## config.mk

```make
export PLATFORM = sky130hd
export DESIGN_NAME = sram_port_arbiter
export DESIGN_NICKNAME = d
export VERILOG_FILES = /design/src/rtl/sram_port_arbiter.sv
export SDC_FILE = /design/constraint.sdc
export NUM_CORES = 1
export LEC_CHECK = 0
export ABC_AREA = 0
export CAP_MARGIN = 20
export CORE_AREA = 8 8 100 102
export DETAILED_ROUTE_END_ITERATION = 10
export DIE_AREA = 0 0 108 110
export PLACE_DENSITY_LB_ADDON = 0.15
export SETUP_SLACK_MARGIN = 0.4
export SLEW_MARGIN = 25
export SYNTH_ARGS = -nofsm -noshare
export SYNTH_HDL_FRONTEND = slang
export SYNTH_SLANG_ARGS = --single-unit
```

## constraint.sdc

```tcl
create_clock -name clk -period 3 [get_ports clk]
set_clock_uncertainty 0.1 [all_clocks]
set_input_delay 0.6 -clock clk [delete_from_list [all_inputs] [get_ports clk]]
set_output_delay 0.6 -clock clk [all_outputs]
set_load 0.02 [all_outputs]
```

## src/rtl/sram_port_arbiter.sv

```systemverilog
// Arbitrates fetch and MEM onto one single-port SRAM; data wins ties unless fetch has starved STARVE_MAX cycles.
// Grant is combinational, response one cycle later, no stall path; `ARB_PERF_CNT_EN adds conflict/starvation counters.
module sram_port_arbiter #(
  parameter int unsigned STARVE_MAX = 4
) (
  input  logic        clk,
  input  logic        reset,
`ifdef ARB_PERF_CNT_EN
  output logic [31:0] conflict_cnt,
  output logic [31:0] starve_evt_cnt,
`endif
  input  logic        inst_req,
  input  logic [31:0] inst_addr,
  output logic        inst_addr_ok,
  output logic        inst_data_ok,
  output logic [31:0] inst_rdata,
  input  logic        data_req,
  input  logic        data_wr,
  input  logic [3:0]  data_wstrb,
  input  logic [31:0] data_addr,
  input  logic [31:0] data_wdata,
  output logic        data_addr_ok,
  output logic        data_data_ok,
  output logic [31:0] data_rdata,
  input  logic        cancel,
  output logic        sram_en,
  output logic [3:0]  sram_wen,
  output logic [31:0] sram_addr,
  output logic [31:0] sram_wdata,
  input  logic [31:0] sram_rdata
);

  localparam logic [3:0] STARVE_LIM = 4'(STARVE_MAX);

  logic       resp_valid_q, resp_valid_d;
  logic       resp_owner_q, resp_owner_d;
  logic       resp_drop_q, resp_drop_d;
  logic       resp_wr_q, resp_wr_d;
  logic [3:0] starve_cnt_q, starve_cnt_d;
  logic       inst_pri, grant_inst, grant_data;

  always_comb begin
    inst_pri   = (starve_cnt_q == STARVE_LIM);
    grant_inst = ~reset & inst_req & ~cancel & (~data_req | inst_pri);
    grant_data = ~reset & data_req & ~grant_inst;

    inst_addr_ok = grant_inst;
    data_addr_ok = grant_data;
    sram_en      = grant_inst | grant_data;
    sram_wen     = (grant_data & data_wr) ? data_wstrb : 4'b0000;
    sram_addr    = grant_inst ? inst_addr : data_addr;
    sram_wdata   = data_wdata;

    // A denied-but-cancelled fetch still ages, so it wins as soon as cancel drops.
    starve_cnt_d = starve_cnt_q;
    if (!inst_req || grant_inst)
      starve_cnt_d = 4'd0;
    else if (starve_cnt_q != STARVE_LIM)
      starve_cnt_d = starve_cnt_q + 4'd1;

    resp_valid_d = grant_inst | grant_data;
    resp_owner_d = grant_data;
    resp_wr_d    = grant_data & data_wr;
    resp_drop_d  = cancel & grant_inst;

    inst_data_ok = ~reset & resp_valid_q & ~resp_owner_q & ~resp_drop_q & ~cancel;
    data_data_ok = ~reset & resp_valid_q & resp_owner_q;
    inst_rdata   = (~reset & resp_valid_q & ~resp_owner_q) ? sram_rdata : 32'd0;
    data_rdata   = (~reset & resp_valid_q & resp_owner_q & ~resp_wr_q) ? sram_rdata : 32'd0;
  end

  always_ff @(posedge clk or posedge reset) begin
    if (reset) begin
      resp_valid_q <= 1'b0;
      resp_owner_q <= 1'b0;
      resp_drop_q  <= 1'b0;
      resp_wr_q    <= 1'b0;
      starve_cnt_q <= 4'd0;
    end else begin
      resp_valid_q <= resp_valid_d;
      resp_owner_q <= resp_owner_d;
      resp_drop_q  <= resp_drop_d;
      resp_wr_q    <= resp_wr_d;
      starve_cnt_q <= starve_cnt_d;
    end
  end

`ifdef ARB_PERF_CNT_EN
  logic [31:0] conflict_cnt_q, conflict_cnt_d;
  logic [31:0] starve_evt_cnt_q, starve_evt_cnt_d;

  always_comb begin
    conflict_cnt_d   = conflict_cnt_q + {31'd0, inst_req & data_req};
    starve_evt_cnt_d = starve_evt_cnt_q + {31'd0, grant_inst & data_req & inst_pri};
  end

  always_ff @(posedge clk or posedge reset) begin
    if (reset) begin
      conflict_cnt_q   <= 32'd0;
      starve_evt_cnt_q <= 32'd0;
    end else begin
      conflict_cnt_q   <= conflict_cnt_d;
      starve_evt_cnt_q <= starve_evt_cnt_d;
    end
  end

  assign conflict_cnt   = conflict_cnt_q;
  assign starve_evt_cnt = starve_evt_cnt_q;
`endif

endmodule

```

==> results.sh <==
export IMPL_status="completed"
export IMPL_crit_path_cell_trace="buf_6, or3b_4, a21oi_4, buf_6, buf_6, buf_12, mux2_4, buf_6"
export IMPL_first_pass_iters=4
export IMPL_rsz0062_at_grt="yes"
export IMPL_start_util=0.181
export IMPL_synth_top_area_frac=0.278
export IMPL_yosys_area_top_type="and2_1"
export IMPL_cpMaxStageDelayCell="or3b_4"
export IMPL_crit_arrival_ns=2.12
export IMPL_cts_buffers=3
export IMPL_synthTopCellsByArea="and2_1, mux2_2, buf_4"
export IMPL_io_pins=275
export IMPL_core_um2=8470
export IMPL_fmax_mhz=355
export IMPL_clockBufferDepth=2
export IMPL_die_area_um2=11900
export IMPL_clk_latency_ns=0.23
export IMPL_gp_congestion=0.759
export IMPL_crit_path_max_fanout=7
export IMPL_die_y_um=110
export IMPL_worst_path_buf_inv=5
export IMPL_synth_area_per_cell_um2=8.27
export IMPL_drv_cap=0
export IMPL_dpl_instance_area_um2=3620
export IMPL_worstReg2RegStart="starve_cnt_q[1]$_DFFE_PP0P_"
export IMPL_syn_inst=185
export IMPL_period_share=0.939
export IMPL_irDropWorstVdd_v=0.000122
export IMPL_tritoncts="done"
export IMPL_n_antenna_cell=0
export IMPL_yosys_warnings=0
export IMPL_reg2reg_slack_ns=1.18
export IMPL_synth_distinct_cells=27
export IMPL_die_x_um=108
export IMPL_drt_total_wl_um=8430
export IMPL_cts_root_buf="clkbuf_8"
export IMPL_synth_edf_count=0
export IMPL_ys_async_sr_fraction=1.00
export IMPL_synth_ff_type="dfrtp_1"
export IMPL_crit_top_cell="buf_6"
export IMPL_hp_class="primary input to async pin"
export IMPL_ant_nets=0
export IMPL_h_tree_depth=1
export IMPL_first_iter_violations=27
export IMPL_wire_per_inst_um=16.9
export IMPL_cp_start_kind="primary input"
export IMPL_cpPeakStageDelay_ns=0.40
export IMPL_reg2reg_to="starve_cnt_q[2]$_DFFE_PP0P_"
export IMPL_power_leakage_nw=1.90
export IMPL_grt_max_degree=29
export IMPL_dp_slack_ns=-0.490
export IMPL_syn_num_nets=325
export IMPL_power_density_nw_per_um2=213
export IMPL_synth_most_common_cell="and2_1"
export IMPL_syn_area_um2=1530
export IMPL_cts_reportedPaths_clkPinSlew_ns=0.04
export IMPL_vias=2073
export IMPL_grt_ovfl_total=0
export IMPL_rows=34
export IMPL_vias_per_cell=4.16
export IMPL_fin_nets=532
export IMPL_reg2regPathDepth=10
export IMPL_grt_pass1_vias=2204
export IMPL_antenna_found_initial=0
export IMPL_cp_data_required_time_ns=2.30
export IMPL_cts_sinks=8
export IMPL_area_growth_syn_to_layout_pct=153
export IMPL_grt_pass1_wl_um=11700
export IMPL_fin_ws_ns=0.184
export IMPL_hold_buffers=0
export IMPL_drc=0
export IMPL_crit_type="primary input to output pin"
export IMPL_cp_end_kind="output pin"
export IMPL_synth_seq_area_share=0.131
export IMPL_fin_crit_ns=2.82
export IMPL_grt_total_usage=0.123
export IMPL_final_area_um2=3870
export IMPL_cp_top_family="buffers and inverters"
export IMPL_slew_violations=0
export IMPL_synth_common_cells="and2_1, buf_4, mux2_2"
export IMPL_hpwlAfterDp_um=6860
export IMPL_ys_ff_latch=8
export IMPL_io_buffers=210
export IMPL_layout_drive_gt1_share=0.387
export IMPL_setup_viol=0
export IMPL_hold_viol=0
## what timing repair did
action / 4_1_cts / 5_1_grt
gates cloned: 5 / 0
resized for setup: 320 / 102
pin swaps: 3 / 3
endpoints found under the setup margin: 105 / 86
setup buffers: 11 / 1
endpoints found under the hold margin: 0 / 0
## final cells by class
cell class | instances | area (um2)
well taps | 108 | 135
repair buffers | 243 | 2320
inverters | 5 | 18.8
flip-flops and latches | 8 | 200
clock buffers | 3 | 41.3
multi-input cells | 131 | 1160
fillers | 812 | 4590
## through the flow
step	hold WS [ns]	utilization	cells	TNS [ns]	total power [mW]
after floorplan	0.316	-	185	0	0.403
after global placement	0.485	0.428	478	-34.86	0.622
after detailed placement	0.500	0.428	478	-32.25	0.625
after CTS	0.404	0.459	497	0	0.793
after global routing	0.402	0.458	498	0	0.879
final	0.371	0.458	498	0	0.826
## cells in the final DEF, fill, tap and decap left out, types with 3 or more instances in the layout
cell type / synthesis / layout
nor2_1: 3 / 3
buf_16: 0 / 3
clkdlybuf4s15_2: 0 / 4
clkdlybuf4s15_1: 0 / 8
dfrtp_1: 8 / 8
buf_4: 32 / 17
buf_6: 3 / 41
clkdlybuf4s50_1: 0 / 102
and2_1: 68 / 68
buf_12: 0 / 3
nor3b_1: 5 / 4
mux2_4: 0 / 31
clkbuf_2: 0 / 37
dlygate4sd2_1: 0 / 23
clkbuf_8: 0 / 3
inv_1: 5 / 3
## cells by family after synthesis
family / synth area share
flip-flops: 0.131
adder cells (fa/ha/maj): 0.0164
AND/OR/NAND/NOR: 0.355
buffers and inverters: 0.206
other: 0.00245
AO/OA/AOI/OAI: 0.0352
XOR/XNOR: 0.00572
multiplexers: 0.249
## worst min-delay path, stage by stage
cell and delay [ns]:
buf_6 0.10, buf_4 0.15, inv_1 0.24
## power breakdown
group	leakage (nW)	internal (mW)	switching, mW
Clock	0.0216	0.0868	0.0412
Combinational	1.78	0.339	0.218
Sequential	0.104	0.126	0.0146
Total	1.90	0.552	0.274
## registers in the layout, indices dropped and copies added, names as in the netlist
| signal | cells |
|---|---|
| resp_drop_q | 1 |
| resp_owner_q | 1 |
| resp_valid_q | 1 |
| resp_wr_q | 1 |
| starve_cnt_q | 4 |
## how the worst max path moves through the flow
stage	from	end	slack, ns	cells past startpoint
2_1_floorplan	reset	sram_addr[24]	0.45	4
3_3_place_gp	reset	sram_addr[31]	-0.50	6
3_5_place_dp	inst_req	sram_addr[31]	-0.49	6
4_1_cts	cancel	sram_addr[31]	0.07	7
5_1_grt	reset	sram_addr[2]	0.15	8
6_report	reset	sram_addr[2]	0.18	8
## per-layer routing
layer | part of all wire | wire length (um) | track usage
met1 | 0.36 | 3020 | 0.110
met2 | 0.48 | 4020 | 0.225
met3 | 0.17 | 1400 | 0.0924
met4 | 0 | 0 | 0.00892
met5 | 0 | 0 | 0
Note: power is estimated with default switching activity, not from simulation.
